$ cat src/rtl/result_bcd_display.sv
// result_bcd_display: iterative double-dabble binary-to-BCD converter with blanked 7-segment outputs
module result_bcd_display #(
   parameter int N      = 4,
   parameter int DIGITS = 3,
   parameter int BLANK  = 1
) (
   input  logic                  clk,
   input  logic                  reset,
   input  logic                  start,
   input  logic [2*N-1:0]        resultado,
   output logic                  busy,
   output logic                  done,
   output logic                  ovf,
   output logic [4*DIGITS-1:0]   bcd,
   output logic [7*DIGITS-1:0]   seg
);
   localparam int W  = 2 * N;
   localparam int CW = $clog2(W) + 1;
   localparam int BW = 4 * DIGITS;
   localparam int SW = 7 * DIGITS;

   function automatic logic [63:0] pow10(input int e);
      pow10 = 64'd1;
      for (int k = 0; k < e; k++) pow10 = pow10 * 64'd10;
   endfunction

   localparam logic [63:0] MAXV = pow10(DIGITS) - 64'd1;

   localparam logic [1:0] IDLE   = 2'd0;
   localparam logic [1:0] SHIFT  = 2'd1;
   localparam logic [1:0] FINISH = 2'd2;

   function automatic logic [6:0] seg7(input logic [3:0] d);
      case (d)
         4'd0:    seg7 = 7'h40;
         4'd1:    seg7 = 7'h79;
         4'd2:    seg7 = 7'h24;
         4'd3:    seg7 = 7'h30;
         4'd4:    seg7 = 7'h19;
         4'd5:    seg7 = 7'h12;
         4'd6:    seg7 = 7'h02;
         4'd7:    seg7 = 7'h78;
         4'd8:    seg7 = 7'h00;
         4'd9:    seg7 = 7'h10;
         default: seg7 = 7'h7F;
      endcase
   endfunction

   logic [1:0]    state;
   logic [W-1:0]  sh;
   logic [W-1:0]  cap;
   logic [BW-1:0] scratch;
   logic [BW-1:0] adj;
   logic [CW-1:0] cnt;
   logic [SW-1:0] seg_next;
   logic [SW-1:0] seg_rst;

   // add 3 to every scratch digit >= 5, each digit independently with no carry
   always_comb begin
      adj = scratch;
      for (int i = 0; i < DIGITS; i++)
         adj[4*i +: 4] = (scratch[4*i +: 4] >= 4'd5) ? scratch[4*i +: 4] + 4'd3 : scratch[4*i +: 4];
   end

   // decode digits, blanking a digit when it and everything above it is zero
   always_comb begin
      logic lead;
      lead     = 1'b1;
      seg_next = '0;
      seg_rst  = '0;
      for (int i = DIGITS - 1; i >= 0; i--) begin
         lead = lead & (scratch[4*i +: 4] == 4'd0);
         seg_next[7*i +: 7] = (BLANK != 0 && i > 0 && lead) ? 7'h7F : seg7(scratch[4*i +: 4]);
         seg_rst[7*i +: 7]  = (BLANK != 0 && i > 0) ? 7'h7F : 7'h40;
      end
   end

   // conversion FSM; shifting out the top scratch bit truncates the result modulo 10^DIGITS
   always_ff @(posedge clk) begin
      if (!reset) begin
         state   <= IDLE;
         busy    <= 1'b0;
         done    <= 1'b0;
         ovf     <= 1'b0;
         bcd     <= '0;
         seg     <= seg_rst;
         sh      <= '0;
         cap     <= '0;
         scratch <= '0;
         cnt     <= '0;
      end else begin
         done <= 1'b0;
         case (state)
            IDLE: if (start) begin
               sh      <= resultado;
               cap     <= resultado;
               scratch <= '0;
               cnt     <= '0;
               busy    <= 1'b1;
               state   <= SHIFT;
            end
            SHIFT: begin
               {scratch, sh} <= {adj[BW-2:0], sh, 1'b0};
               cnt           <= cnt + CW'(1);
               if (cnt == CW'(W - 1)) state <= FINISH;
            end
            FINISH: begin
               bcd   <= scratch;
               seg   <= seg_next;
               ovf   <= 64'(cap) > MAXV;
               done  <= 1'b1;
               busy  <= 1'b0;
               state <= IDLE;
            end
            default: state <= IDLE;
         endcase
      end
   end
endmodule

$ cat config.mk
export PLATFORM = sky130hd
export DESIGN_NAME = result_bcd_display
export DESIGN_NICKNAME = d
export VERILOG_FILES = /design/src/rtl/result_bcd_display.sv
export SDC_FILE = /design/constraint.sdc
export NUM_CORES = 1
export LEC_CHECK = 0
export CAP_MARGIN = 20
export CORE_AREA = 2 2 91 93
export CTS_BUF_LIST = sky130_fd_sc_hd__clkbuf_4 sky130_fd_sc_hd__clkbuf_8 sky130_fd_sc_hd__clkbuf_16
export DETAILED_ROUTE_END_ITERATION = 6
export DIE_AREA = 0 0 93 95
export GPL_TIMING_DRIVEN = 0
export HOLD_SLACK_MARGIN = 0.1
export PLACE_DENSITY = 0.76
export SKIP_CTS_REPAIR_TIMING = 1
export SLEW_MARGIN = 5
export SYNTH_ARGS = -nofsm -noshare
export SYNTH_HDL_FRONTEND = slang
export SYNTH_SLANG_ARGS = --single-unit
$ cat constraint.sdc
create_clock -name clk -period 4.7 [get_ports clk]
set_input_delay 0.94 -clock clk [delete_from_list [all_inputs] [get_ports clk]]
set_output_delay 0.94 -clock clk [all_outputs]
set_load 0.05 [all_outputs]
After elaboration in Yosys (flattened, before gate mapping)

Memories as Yosys holds them, arrays and structs flattened. A register that Yosys moved wholly into a read port is not among the register bits.
Cells that the tools add are included.

Register bits after elaboration: 61
Bits in latches: 0
Bits in writable memories: 0
Bits in read-only memories: 336
Output and inout bits: 36
Memories: 3

Memories:

| name            | depth | bits a word | read ports | clocked after memory_dff | write ports | line | RTL |
|---|---|---|---|---|---|---|---|
| (no name shown) | 16    | 7           | 1          | 1                        | 0           | 34   | `case (d)` |
| (no name shown) | 16    | 7           | 1          | 1                        | 0           | 34   |  |
| (no name shown) | 16    | 7           | 1          | 1                        | 0           | 34   |  |

Add/subtract/negate cells: 4
Multipliers: 0
Divide/modulo/power cells: 0
Order comparisons: 3
Equality and inequality tests: 5
Shift operators: 0
Multiplexer cells: 21
Bitwise gates (word level): 1
Reduce and logical (&&, ||, !) cells: 9

Operator list:

| kind                                                              | number |
|---|---|
| 2-to-1 mux 4 bit                                                  | 7 |
| one-hot mux 12 bit (2 select lines)                               | 1 |
| one-hot mux 8 bit (2 select lines)                                | 1 |
| 2-to-1 mux 7 bit                                                  | 2 |
| greater-or-equal comparator 4 x 3 -> 1 bit, second input constant | 3 |
| 2-to-1 mux 12 bit                                                 | 1 |
| adder 4 x 2 -> 4 bit, second input constant                       | 2 |
| zero test 4 bit                                                   | 2 |
| 2-to-1 mux 8 bit                                                  | 1 |
| one-hot mux 4 bit (2 select lines)                                | 1 |
| AND reduction 2 bit                                               | 3 |
| adder 4 x 1 -> 4 bit, second input constant                       | 1 |
| equality test 4 x 3 -> 1 bit, second input constant               | 1 |
| 2-to-1 mux 2 bit                                                  | 2 |
| inequality test 2 bit, second input constant                      | 2 |
| one-hot mux 2 bit (2 select lines)                                | 1 |
| nonzero test 2 bit                                                | 2 |
| adder 3 x 2 -> 3 bit, second input constant                       | 1 |
| 2-to-1 mux 3 bit                                                  | 1 |
| equality test 2 x 1 -> 1 bit, second input constant               | 1 |
| equality test 2 bit, second input constant                        | 1 |
| zero test 2 bit                                                   | 1 |
| 2-to-1 mux 1 bit                                                  | 2 |
| one-hot mux 1 bit (2 select lines)                                | 1 |
| 2 further kinds                                                   | 2 |

Depth between registers and ports, before layout

Gate-level depths: netlist of run 1.

Word-level depth: 5
Depth in mapped cells: 12
Mapped depth without buffers: 11

Least setup slack after synthesis of run 1

No wires, ideal clock.

Kind: in2reg
Start: input port start
End: register with a tool-made name
Library setup time: 74 ps
Arrival: 2522 ps
Data required time: 4626 ps
Setup slack: 2104 ps
Stages on the path: 11
Buffers on the path: 2
Cells stage by stage: buf_2 > o21bai_4 > and2_1 > buf_2 > nand2_1 > o21ai_0 > inv_1 > ha_1 > nor3b_1 > a221oi_1 > a31oi_1

RTL lines:

| item               | line | RTL |
|---|---|---|
| start: declaration | 9    | `input logic start,` |

==> load_flow_metrics.sql, run 1 <==
INSERT INTO impl_metrics (metric_group, metric, value, unit) VALUES
('outcome', 'status', 'finished clean', ''),
('sta', 'hold_viol_final', '0', ''),
('floorplanning', 'die-area', '8835', 'um^2'),
('layout', 'final_nets', '463', ''),
('sta', 'fin_tns_setup', '0', 'ps'),
('cts', 'clock-root-buffer', 'clkbuf_8', ''),
('synth', 'synth_seq_area_share', '0.4342', ''),
('critical_path', 'crit_path_start_kind', 'input pin', ''),
('cts', 'worstSkewPairLatency', '350', 'ps'),
('layout', 'nFillCells', '750', ''),
('synth', 'netlist-cell-type-count', '55', ''),
('routing', 'viasPerCell', '5.276', ''),
('placed_design', 'gp_congestion', '0.9301', ''),
('layout', 'mostFrequentLayoutCell', 'dfxtp_1', ''),
('grt', 'grt_max_degree', '14', ''),
('critical_path', 'ff2ff_setup_slack', '1910', 'ps'),
('floorplanning', 'die_w', '93', 'um'),
('synth', 'average_footprint_of_a_synthesized_cell', '9.222', 'um^2'),
('grt', 'grt_pass1_vias', '2820', ''),
('grt', 'grt.total_usage', '0.1915', ''),
('synth', 'synth.cell_area', '3458', 'um^2'),
('sta', 'share_of_the_clock_period_used_by_the_worst_path_after_layout', '0.7045', ''),
('placed_design', 'sum_of_net_half_perimeters_after_detailed_placement', '5665', 'um'),
('routing', 'drt_pass1_iterations', '4', ''),
('synth', 'ys.flop_type', 'dfxtp_1', ''),
('routing', 'postRouteAntennaNets', '0', ''),
('sta', 'grt_setup_unrepaired', 'no', ''),
('sta', 'worst-slew-pin-transition', '572.7', 'ps'),
('layout', 'finish.utilization', '0.5369', ''),
('cts', 'cts_made_buffers', '9', ''),
('grt', 'grt_residual_overflow', '0', ''),
('routing', 'routed_wire_length_per_instance', '14.07', 'um'),
('routing', 'drc_errors', '0', ''),
('layout', 'drive_gt1_frac', '0.09655', ''),
('cts', 'clkSinkCount', '75', ''),
('critical_path', 'worstSetupEndpointType', 'register', ''),
('synth', 'netlist_instances', '375', ''),
('placed_design', 'numPortBuffers', '44', ''),
('cts', 'htree_levels', '3', ''),
('power', 'ir_worst_vdd', '0.1593', 'mV'),
('sta', 'setup_viol_count_final', '0', ''),
('routing', 'via_count', '2849', ''),
('sta', 'worst_slack_on_hold_paths', '433.4', 'ps'),
('floorplanning', 'coreArea', '7928', 'um^2'),
('hold_path', 'hold_path_class', 'reg2reg', ''),
('grt', 'wire_length_of_the_first_global_routing_pass', '13110', 'um'),
('layout', 'mostFrequentLayoutCells', 'dfxtp_1, nand2_1, clkdlybuf4s50_1', ''),
('routing', 'postRouteWirelength', '7599', 'um'),
('floorplanning', 'boundaryPins', '47', ''),
('job', 'drv.max_cap_violation_count', '0', ''),
('power', 'cellPowerDensity', '300.4', 'nW/um^2'),
('cts', 'clkSlewWorstSetupHoldPaths', '80', 'ps'),
('sta', 'slew_headroom', '0.6142', ''),
('floorplanning', 'rows', '33', ''),
('sta', 'final.min_clock_period', '3311', 'ps'),
('cts', 'clk_path_buf_depth', '2', ''),
('layout', 'area_growth_syn_to_layout', '23.08', '%'),
('routing', 'initialDrtViolationCount', '159', ''),
('synth', 'async_s_r_ff_share_synth', '0', ''),
('synth', 'synth.ff_latch_count', '75', ''),
('synth', 'synth.net_count', '408', ''),
('floorplanning', 'chipHeight', '95', 'um'),
('synth', 'count_of_flip_flops_with_a_built_in_enable_after_synthesis', '0', ''),
('layout', 'num_antenna_cells', '0', ''),
('placed_design', 'dp_slack', '1029', 'ps'),
('sta', 'report.final.slew_viol_count', '0', ''),
('cts', 'cts_tree', 'built', ''),
('floorplanning', 'start_util', '0.4362', ''),
('grt', 'grt_antenna_before_repair', '0', ''),
('sta', 'max_clock_freq', '0.3020', 'GHz'),
('critical_path', 'crit_required', '4980', 'ps'),
('sta', 'setup_slack', '1389', 'ps'),
('critical_path', 'worst-path-max-fanout', '10', ''),
('sta', 'worst_clock_skew', '8.916', 'ps'),
('critical_path', 'critPathArrivalTime', '3590', 'ps'),
('power', 'leakage', '1.671', 'nW'),
('synth', 'yosys_warnings', '0', ''),
('critical_path', 'setup.worst_path.class', 'in2reg', '');
-- critical path, cell delays in order --
cell and delay [ps]:
clkdlybuf4s50_1 460, clkbuf_1 380, nand2_1 340, o21ai_0 570
inv_1 170, ha_1 260, nor3b_1 210, a221oi_1 90
a31oi_1 170
-- power breakdown --
group	leakage, nW	switching [mW]	internal, mW	total (mW)
Sequential	0.607	0.00658	0.644	0.651
Clock	0.108	0.239	0.313	0.552
Combinational	0.956	0.0433	0.0322	0.0755
Total	1.67	0.289	0.989	1.28
-- Yosys cell counts, types with 2 or more instances --
cell / count / share of area
mux2i_1: 7 / 0.020
buf_1: 3 / 0.0033
and2_1: 5 / 0.0090
nor2b_1: 6 / 0.011
buf_2: 6 / 0.0087
o21bai_1: 3 / 0.0065
a311oi_1: 2 / 0.0051
dfxtp_1: 75 / 0.43
nor2_1: 14 / 0.015
a21oi_1: 17 / 0.025
ha_1: 22 / 0.080
nor3b_1: 4 / 0.0087
o22a_1: 15 / 0.038
inv_1: 19 / 0.021
nand2b_1: 3 / 0.0054
o221ai_1: 2 / 0.0051
o21ai_1: 4 / 0.0058
a222oi_1: 2 / 0.0058
a22oi_1: 4 / 0.0087
o221a_2: 2 / 0.0065
and3_1: 4 / 0.0072
a31oi_1: 4 / 0.0072
a22o_1: 6 / 0.015
nand3_1: 4 / 0.0058
clkbuf_1: 6 / 0.0065
o21ai_0: 19 / 0.027
nand2_1: 54 / 0.059
a2bb2oi_1: 5 / 0.013
xnor2_1: 5 / 0.013
a21boi_1: 2 / 0.0043
buf_4: 5 / 0.011
inv_2: 3 / 0.0033
a21boi_0: 14 / 0.030
o211ai_1: 2 / 0.0043
nor3_1: 6 / 0.0087
and2b_1: 2 / 0.0043
-- metrics by stage --
stage               power, mW  instance area [um^2]  instances
finish                  1.279                  4257        540
CTS                     1.290                  4257        540
floorplan              0.7154                  3458        375
global placement       0.7388                  4030        524
global route            1.334                  4257        540
detailed placement     0.7410                  4030        524
-- final timing paths --
check / start / end / cells past startpoint
worst max-delay path: reset / register / 9
worst min-delay path: register / seg[17]$_SDFFE_PN1P_ / 1
worst max register to register: scratch[1]$_SDFFE_PN0N_ / register / 12
worst min register to register: register / seg[17]$_SDFFE_PN1P_ / 1
-- routing by layer --
layer | wire [um] | track usage
met3 | 349 | 0.05587
met1 | 3338 | 0.2215
met5 | 0 | 0
met2 | 3735 | 0.3357
met4 | 175 | 0.07230
-- final cells by class --
type	instances	area [um^2]	area share
Tap cell	105	131.4	0.03086
Clock buffer	10	137.6	0.03233
Timing Repair Buffer	44	440.4	0.1035
Inverter	22	82.58	0.01940
Clock inverter	6	88.84	0.02087
Buffer	22	117.6	0.02763
Multi-Input combinational cell	256	1757	0.4127
Sequential cell	75	1501	0.3527
-- cell families after synthesis --
| family | count (synthesis) | synth area share |
|---|---|---|
| xor+xnor | 5 | 0.01266 |
| simple gates | 108 | 0.1509 |
| other cells | 1 | 0.001084 |
| mux | 7 | 0.02026 |
| compound gates | 113 | 0.2435 |
| fa+ha+maj | 22 | 0.07959 |
| flops | 75 | 0.4342 |
| buf+inv | 44 | 0.05789 |
Note: power is estimated with default switching activity, not from simulation.
==> run 2: changes to the inputs <==
- clock period: 4.7 -> 3.1 ns (I/O delays scaled with it)
==> run 2 against run 1 <==
Clock skew stayed put. Clock power is 52% higher. Final cell count stayed put. First-iteration DRC count stayed put. Die area stayed put. Sequential cell count stayed put. Utilization stayed put. Global-route usage stayed put. Sequential share of layout area stayed put. Wire length stayed put. Design area stayed put. Sequential power is 51% higher. Critical path type unchanged. Largest power group unchanged.
==> load_flow_metrics.sql, run 2 (synthesis gave the netlist of run 1 again) <==
INSERT INTO impl_metrics (metric_group, metric, value, unit) VALUES
('routing', 'detail_route.wirelength.met1', '3338', 'um'),
('layout', 'finish.utilization', '0.5369', ''),
('critical_path', 'reg2regPathDepth', '10', ''),
('layout', 'final_nets', '463', ''),
('layout', 'mostFrequentLayoutCell', 'dfxtp_1', ''),
('power', 'finalPower', '1.939', 'mW'),
('floorplanning', 'start_util', '0.4362', ''),
('placed_design', 'sum_of_net_half_perimeters_after_detailed_placement', '5665', 'um'),
('grt', 'grt_antenna_before_repair', '0', ''),
('cts', 'htree_levels', '3', ''),
('routing', 'drc_errors', '0', ''),
('power', 'fraction_of_power_consumed_by_combinational_cells', '0.059', ''),
('critical_path', 'timing.critical_path.from', 'reset', ''),
('sta', 'share_of_the_clock_period_used_by_the_worst_path_after_layout', '0.9078', ''),
('routing', 'routed.top_layer', 'met4', ''),
('sta', 'final.min_clock_period', '2814', 'ps'),
('cts', 'cts_tree', 'built', ''),
('critical_path', 'critPathArrivalTime', '3030', 'ps'),
('routing', 'detailroute.wirelength.met2', '3735', 'um'),
('grt', 'wire_length_of_the_first_global_routing_pass', '13110', 'um'),
('cts', 'clkSinkCount', '75', ''),
('floorplanning', 'die-area', '8835', 'um^2'),
('job', 'drv.max_cap_violation_count', '0', ''),
('floorplanning', 'chipHeight', '95', 'um'),
('critical_path', 'worst-path-max-fanout', '10', ''),
('routing', 'postRouteWirelength', '7599', 'um'),
('floorplanning', 'rows', '33', ''),
('critical_path', 'crit_required', '3320', 'ps'),
('layout', 'num_antenna_cells', '0', ''),
('power', 'ir_worst_vdd', '0.2416', 'mV'),
('hold_path', 'hold_path_class', 'reg2reg', ''),
('grt', 'grt_residual_overflow', '0', ''),
('routing', 'via_count', '2849', ''),
('floorplanning', 'coreArea', '7928', 'um^2'),
('cts', 'clk_path_buf_depth', '2', ''),
('routing', 'drt_pass1_iterations', '4', ''),
('layout', 'final_design_area_no_fill', '4257', 'um^2'),
('routing', 'met3_length', '349', 'um'),
('layout', 'area_growth_syn_to_layout', '23.08', '%'),
('hold_path', 'min_path_cells', '1', ''),
('cts', 'clock-root-buffer', 'clkbuf_8', ''),
('power', 'netSwitchingPower', '438.6', 'uW'),
('cts', 'cts_made_buffers', '9', ''),
('routing', 'viasPerCell', '5.276', ''),
('power', 'sequentialPowerShare', '0.509', ''),
('critical_path', 'crit_path_start_kind', 'input pin', ''),
('outcome', 'status', 'finished clean', ''),
('placed_design', 'post_dp_cell_area', '4030', 'um^2'),
('grt', 'grt.total_usage', '0.1915', ''),
('sta', 'report.final.slew_viol_count', '0', ''),
('cts', 'worstSkewPairLatency', '350', 'ps'),
('hold_path', 'min_delay_worst_endpoint', 'seg[17]$_SDFFE_PN1P_', ''),
('critical_path', 'ff2ff_setup_slack', '410', 'ps'),
('power', 'internal_power', '1.500', 'mW'),
('grt', 'grt_pass1_vias', '2820', ''),
('floorplanning', 'die_w', '93', 'um'),
('sta', 'slew_headroom', '0.6443', ''),
('sta', 'hold_viol_final', '0', ''),
('critical_path', 'worstSetupEndpointType', 'register', ''),
('grt', 'grt_max_degree', '14', ''),
('layout', 'drive_gt1_frac', '0.09655', ''),
('power', 'cellPowerDensity', '455.4', 'nW/um^2'),
('cts', 'clkSlewWorstSetupHoldPaths', '80', 'ps'),
('layout', 'mostFrequentLayoutCells', 'dfxtp_1, nand2_1, clkdlybuf4s50_1', ''),
('sta', 'worst_clock_skew', '8.916', 'ps'),
('power', 'pwr-share-clk', '0.432', ''),
('critical_path', 'regToRegStartpoint', 'scratch[4]$_SDFFE_PN0N_', ''),
('placed_design', 'numPortBuffers', '44', ''),
('sta', 'fin_tns_setup', '0', 'ps'),
('power', 'power.share.switching', '0.2263', ''),
('routing', 'postRouteAntennaNets', '0', ''),
('power', 'leakage', '1.670', 'nW'),
('routing', 'initialDrtViolationCount', '159', ''),
('sta', 'worst-slew-pin-transition', '531.9', 'ps'),
('critical_path', 'setup.worst_path.class', 'in2reg', ''),
('sta', 'grt_setup_unrepaired', 'no', ''),
('sta', 'max_clock_freq', '0.3553', 'GHz'),
('placed_design', 'gp_congestion', '0.9301', ''),
('routing', 'routed_wire_length_per_instance', '14.07', 'um'),
('floorplanning', 'boundaryPins', '47', ''),
('sta', 'setup_viol_count_final', '0', '');
==> run 2: changes by cell type in the layout (fill, tap and decap cells not counted) <==
cell | previous run | this run
o21ai_0 | 19 | 18
o21ai_1 | 4 | 5
==> run 2: per-layer routing <==
layer,global-route usage,vias up
li1,-,1419
met1,0.2215,1337
met2,0.3357,78
met3,0.05587,15
met4,0.07230,0
met5,0,-
==> run 2: worst max path at each step <==
stage                to  depth (start not counted)
2_1_floorplan  register                         10
3_3_place_gp   register                          9
3_5_place_dp   register                          9
4_1_cts        register                          9
5_1_grt        register                          9
6_report       register                          9
==> run 2: critical path, cell delays in order <==
cell and delay (ps):
clkdlybuf4s50_1 460, clkbuf_1 380, nand2_1 340, o21ai_0 500
inv_1 150, ha_1 300, inv_1 50, a31oi_1 120
o21ai_0 100
==> run 2: cell type report <==
cell class	count	area, um^2
buffer	22	117.6
timing repair buffer	44	440.4
sequential	75	1501
fill	750	3671
tap	105	131.4
clock inverter	6	88.84
multi-input combinational	256	1757
clock buffer	10	137.6
inverter	22	82.58
==> run 2: per-stage QoR <==
| step | instances | hold slack (ps) | worst slack (ps) |
|---|---|---|---|
| 6_report | 540 | 433.4 | 285.8 |
| 5_1_grt | 540 | 455.3 | 52.04 |
| 4_1_cts | 540 | 437.6 | 111.5 |
| 3_5_place_dp | 524 | 420.9 | -250.9 |
| 3_3_place_gp | 524 | 414.9 | -192.6 |
| 2_1_floorplan | 375 | 413.2 | 800.5 |
==> run 2: power groups by stage <==
stage	combinational (mW)	clock, mW	sequential, mW
floorplan	0.0738	0	1.01
global placement	0.112	0	1.01
detailed placement	0.114	0	1.01
CTS	0.115	0.855	0.986
global route	0.125	0.909	0.988
finish	0.115	0.838	0.986
